===== src/rtl/serial_mult_seq_if.sv =====
// Operand and product valid/ready channels between a client and serial_mult_seq.
// The client holds the master view and the sequencer holds the slave view.
interface serial_mult_seq_if #(
  parameter int WIDTH = 16
);
  logic               in_valid;
  logic               in_ready;
  logic [WIDTH-1:0]   in_a;
  logic [WIDTH-1:0]   in_b;
  logic               out_valid;
  logic               out_ready;
  logic [2*WIDTH-1:0] out_p;

  modport master (
    output in_valid,
    output in_a,
    output in_b,
    output out_ready,
    input  in_ready,
    input  out_valid,
    input  out_p
  );

  modport slave (
    input  in_valid,
    input  in_a,
    input  in_b,
    input  out_ready,
    output in_ready,
    output out_valid,
    output out_p
  );
endinterface


===== src/rtl/serial_mult_seq.sv =====
// Sequencer for the bit-serial multiplier core: feeds the multiplier LSB first for
// 2*WIDTH cycles and collects the serial product into a parallel result.
//
// state | meaning
// FLUSH | mul_x=0 for 2*WIDTH cycles so unknown core residue drains out
// IDLE  | in_ready=1, waiting for an operand pair
// RUN   | 2*WIDTH cycles driving b_reg bits, shifting mul_p into p_shift
// DONE  | out_valid=1, product held until out_ready
module serial_mult_seq #(
  parameter int WIDTH = 16
) (
  input  logic             clock,
  input  logic             reset,
  serial_mult_seq_if.slave hs,
  output logic [WIDTH-1:0] mul_a,
  output logic             mul_x,
  input  logic             mul_p,
  output logic             busy
);
  localparam int PW = 2 * WIDTH;
  localparam int KW = $clog2(PW);
  localparam logic [KW-1:0] K_LAST = KW'(PW - 1);

  typedef enum logic [1:0] {
    S_FLUSH,
    S_IDLE,
    S_RUN,
    S_DONE
  } state_t;

  state_t           state;
  logic [KW-1:0]    k;
  logic [KW-1:0]    k_next;
  logic [WIDTH-1:0] a_reg;
  logic [WIDTH-1:0] b_reg;
  logic [PW-1:0]    b_ext;
  logic [PW-1:0]    p_shift;

  // Zero-extending b lets the next multiplier bit be looked up with the full
  // counter; the upper half supplies the zero bits that drain the core.
  assign b_ext  = {{WIDTH{1'b0}}, b_reg};
  assign k_next = k + 1'b1;

  assign mul_a    = a_reg;
  assign hs.out_p = p_shift;

  always_ff @(posedge clock) begin
    if (reset) begin
      state        <= S_FLUSH;
      k            <= '0;
      a_reg        <= '0;
      b_reg        <= '0;
      p_shift      <= '0;
      hs.in_ready  <= 1'b0;
      hs.out_valid <= 1'b0;
      mul_x        <= 1'b0;
      busy         <= 1'b1;
    end else begin
      case (state)
        S_FLUSH: begin
          if (k == K_LAST) begin
            state       <= S_IDLE;
            k           <= '0;
            hs.in_ready <= 1'b1;
            busy        <= 1'b0;
          end else begin
            k <= k_next;
          end
        end

        S_IDLE: begin
          if (hs.in_valid && hs.in_ready) begin
            state       <= S_RUN;
            k           <= '0;
            a_reg       <= hs.in_a;
            b_reg       <= hs.in_b;
            p_shift     <= '0;
            hs.in_ready <= 1'b0;
            busy        <= 1'b1;
            mul_x       <= hs.in_b[0];
          end
        end

        S_RUN: begin
          p_shift <= {mul_p, p_shift[PW-1:1]};
          if (k == K_LAST) begin
            state        <= S_DONE;
            k            <= '0;
            hs.out_valid <= 1'b1;
            busy         <= 1'b0;
            mul_x        <= 1'b0;
          end else begin
            k     <= k_next;
            mul_x <= b_ext[k_next];
          end
        end

        S_DONE: begin
          if (hs.out_valid && hs.out_ready) begin
            state        <= S_IDLE;
            hs.out_valid <= 1'b0;
            hs.in_ready  <= 1'b1;
          end
        end

        default: begin
          state <= S_FLUSH;
          k     <= '0;
          busy  <= 1'b1;
        end
      endcase
    end
  end
endmodule


===== src/flat_wrapper.sv =====
// flat-port wrapper written by rule: the top's interface ports become plain ports
module serial_mult_seq_flat 
#(
  parameter int WIDTH = 16
)
  (clock, reset, mul_a, mul_x, mul_p, busy, hs_in_valid, hs_in_a, hs_in_b, hs_out_ready, hs_in_ready, hs_out_valid, hs_out_p);
  serial_mult_seq_if #(.WIDTH(WIDTH)) hs_i ();
  input  logic clock;
  input  logic reset;
  output logic [WIDTH-1:0] mul_a;
  output logic mul_x;
  input  logic mul_p;
  output logic busy;
  input wire logic [$bits(hs_i.in_valid)-1:0] hs_in_valid;
  input wire logic [$bits(hs_i.in_a)-1:0] hs_in_a;
  input wire logic [$bits(hs_i.in_b)-1:0] hs_in_b;
  input wire logic [$bits(hs_i.out_ready)-1:0] hs_out_ready;
  output wire logic [$bits(hs_i.in_ready)-1:0] hs_in_ready;
  output wire logic [$bits(hs_i.out_valid)-1:0] hs_out_valid;
  output wire logic [$bits(hs_i.out_p)-1:0] hs_out_p;
  assign hs_i.in_valid = hs_in_valid;
  assign hs_i.in_a = hs_in_a;
  assign hs_i.in_b = hs_in_b;
  assign hs_i.out_ready = hs_out_ready;
  assign hs_in_ready = hs_i.in_ready;
  assign hs_out_valid = hs_i.out_valid;
  assign hs_out_p = hs_i.out_p;
  serial_mult_seq #(.WIDTH(WIDTH)) u_core (.clock(clock), .reset(reset), .hs(hs_i), .mul_a(mul_a), .mul_x(mul_x), .mul_p(mul_p), .busy(busy));
endmodule

===== config.mk =====
export PLATFORM = sky130hd
export DESIGN_NAME = serial_mult_seq_flat
export DESIGN_NICKNAME = d
export VERILOG_FILES = /design/src/rtl/serial_mult_seq_if.sv /design/src/rtl/serial_mult_seq.sv /design/src/flat_wrapper.sv
export SDC_FILE = /design/constraint.sdc
export NUM_CORES = 1
export LEC_CHECK = 0
export ABC_AREA = 1
export CAP_MARGIN = 10
export CORE_ASPECT_RATIO = 0.7
export CORE_UTILIZATION = 47
export DETAILED_ROUTE_END_ITERATION = 12
export PLACE_DENSITY = 0.79
export SYNTH_ARGS = -nofsm -noshare
export SYNTH_HDL_FRONTEND = slang
export SYNTH_SLANG_ARGS = --single-unit

===== constraint.sdc =====
create_clock -name clock -period 2.12 [get_ports clock]
set_input_delay 0.212 -clock clock [delete_from_list [all_inputs] [get_ports clock]]
set_output_delay 0.212 -clock clock [all_outputs]
set_load 0.02 [all_outputs]

==> results.json <==
{
  "status": "complete, but fails checks",
  "violations": "DRC",
  "ant_nets": 0,
  "cts_htree_levels": 3,
  "die_area_um2": 6780,
  "wirelength_um": 7190,
  "post_cts_buffers": 0,
  "hold_end": "u_core.mul_a[9]$_SDFFE_PP0P_",
  "syn_avg_cell_area_um2": 7.58,
  "grt_first_pass_wirelength_um": 12300,
  "finalHoldViolCount": 0,
  "min_period_ns": 1.86,
  "rsz0062_at_grt": "false",
  "hp-start": "hs_in_a[9]",
  "skew_ns": 0.00330,
  "crit_path_end_kind": "flop",
  "max_cap_violations": 0,
  "cts_hold_buffers": 0,
  "rrSetupSlack_ns": 0.26,
  "drive_gt1_share_pct": 5.80,
  "drv_slew": 0,
  "drtIter0Drc": 144,
  "yosysMostFrequentCell": "nand2_1",
  "cp.arrival_ns": 2.10,
  "antenna_cells": 0,
  "critPathMaxFanout": 33,
  "fin_setup_tns_ns": 0,
  "die_w_um": 98.0,
  "worst_pin_slew_ns": 0.570,
  "yosys_warnings": 0,
  "clk_pin_slew_ns": 0.07,
  "start_kind": "flop",
  "synth_largest_area_cell": "dfxtp_1",
  "synth_top_family_by_area": "simple AND/OR/NAND/NOR gates",
  "power_uw": 3750,
  "min_path_cells": 3,
  "largest_reg_flops": 32,
  "viasPerCell": 5.10,
  "ys_types": 24,
  "grt_max_degree": 56,
  "start_util_pct": 48.8,
  "irDropWorstVdd_mv": 0.443,
  "syn-num-nets": 443,
  "synth_xor_area_share_pct": 1.16,
  "synth_common_cells": "97 x nand2_1, 75 x dfxtp_1, 74 x a21oi_1, 48 x nand3_1, 28 x inv_1",
  "vias": 2861,
  "relSlewSlack_pct": 62.0,
  "synthMuxAreaShare_pct": 0,
  "synth-edff-count": 0,
  "cts_buffers": 9,
  "synthToLayoutAreaGrowth_pct": 35.8,
  "cts_num_sinks": 75,
  "clkLatencyLatePin_ns": 0.34,
  "rows": 24,
  "cts_tree": "yes",
  "whs_ns": 0.421,
  "grt_pass1_vias": 2693,
  "antenna_found_initial": 0,
  "synth_async_sr_flop_share_pct": 0,
  "port_buffers": 88,
  "remaining_drc_errors": 2,
  "hp-class": "input pin to flop",
  "r2r_start": "u_core.state[0]$_SDFFE_PP0P_",
  "yosys-top-cells-area": "dfxtp_1 50%, a21oi_1 12%, nand2_1 12%",
  "dpl.hpwl_um": 4770,
  "rr_endpoint": "u_core.mul_x$_SDFFE_PP0P_",
  "nets": 523,
  "routedWlPerCell_um": 12.8,
  "nFillCells": 539,
  "ioPinCount": 89,
  "synth-simple-area-share_pct": 22.1,
  "power_leakage_uw": 0.00146,
  "timing.fmax_mhz": 537,
  "coreArea_um2": 6220,
  "synth-adder-area-share_pct": 2.48,
  "post-route-period-util_pct": 87.9,
  "gp_congestion": 0.812,
  "power.density_nw_per_um2": 911,
  "synth_compound_area_share_pct": 16.9,
  "required_ns": 2.35,
  "cts_buffer_depth": 2,
  "synth_top_area_share_pct": 49.5,
  "ys.flop_type": "dfxtp_1",
  "cts-root-buf": "clkbuf_8",
  "crit_type": "flop to flop",
  "die_y_um": 69.2,
  "grtUsageTotal_pct": 22.6,
  "grt.overflow.total": 0,
  "synthCells": 400,
  "drt_pass1_iterations": 8,
  "synth-seq-cells": 75,
  "netlist_area_um2": 3030,
  "setup_viol": 0,
  "seq_area_frac_synth_pct": 49.5,
  "postCtsResizedCells": 0,
  "rr_worst_depth": 6
}
worst max-delay path: stages, from the launching register on:
cell     delay [ns]
dfxtp_1        0.43
ha_1           0.32
nand3_2        0.26
o21ai_1        0.27
inv_4          0.20
a21oi_1        0.18
a21oi_1        0.09
layer usage:
layer / part of all wire [%] / global-route usage, %
met3: 7.7 / 10.2
met4: 0.82 / 7.07
met1: 48 / 29.4
met2: 43 / 33.4
met5: 0 / 0
area by class of cell:
class                           count  area, um^2  area share (%)
Sequential cell                    75        1500            36.5
Timing Repair Buffer               94         921            22.4
Inverter                           32         123            2.98
Clock inverter                      3        40.0           0.973
Tap cell                           78        97.6            2.37
Clock buffer                       11         141            3.43
Multi-Input combinational cell    268        1290            31.4
logic make-up (layout without fill, tap and decap cells):
family          count (synthesis)  in the layout
compound gates                 99             99
xor+xnor                        4              4
fa+ha+maj                       6              6
buf+inv                        57            140
flops                          75             75
simple gates                  159            159
stage by stage:
step	util (%)	worst slack [ns]	instance area, um^2	std cells
detailed placement	63.3	0.207	3930	547
floorplan	-	0.612	3030	400
global route	66.2	0.0454	4120	561
finish	66.2	0.256	4120	561
global placement	63.3	0.342	3930	547
CTS	66.2	0.200	4110	561
how the worst max path moves through the flow:
stage	from	slack, ns	cells past startpoint	endpoint
after floorplan	u_core.k[0]$_SDFFE_PP0P_	0.61	11	u_core.state[1]$_SDFFE_PP0P_
after detailed placement	u_core.state[1]$_SDFFE_PP0P_	0.21	7	u_core.hs.out_p[31]$_SDFFE_PP0P_
after CTS	u_core.state[1]$_SDFFE_PP0P_	0.20	7	u_core.hs.out_p[31]$_SDFFE_PP0P_
after global routing	u_core.state[0]$_SDFFE_PP0P_	0.05	6	u_core.mul_x$_SDFFE_PP0P_
after global placement	hs_in_valid	0.34	6	u_core.mul_x$_SDFFE_PP0P_
final	u_core.state[0]$_SDFFE_PP0P_	0.26	6	u_core.mul_x$_SDFFE_PP0P_
where the power goes:
part           switching [uW]  internal (uW)
Combinational             748            401
Clock                     472            559
Sequential               69.3           1500
layout by cell type (no fill, tap or decap), types with 9 or more instances in the layout:
cell type / n
nand2_1: 97
clkdlybuf4s50_1: 87
dfxtp_1: 75
a21oi_1: 74
nand3_1: 48
inv_1: 28
o21ai_1: 11
o21ai_0: 10
clkbuf_8: 10
nor2_1: 9
Note: power is estimated with default switching activity, not from simulation.
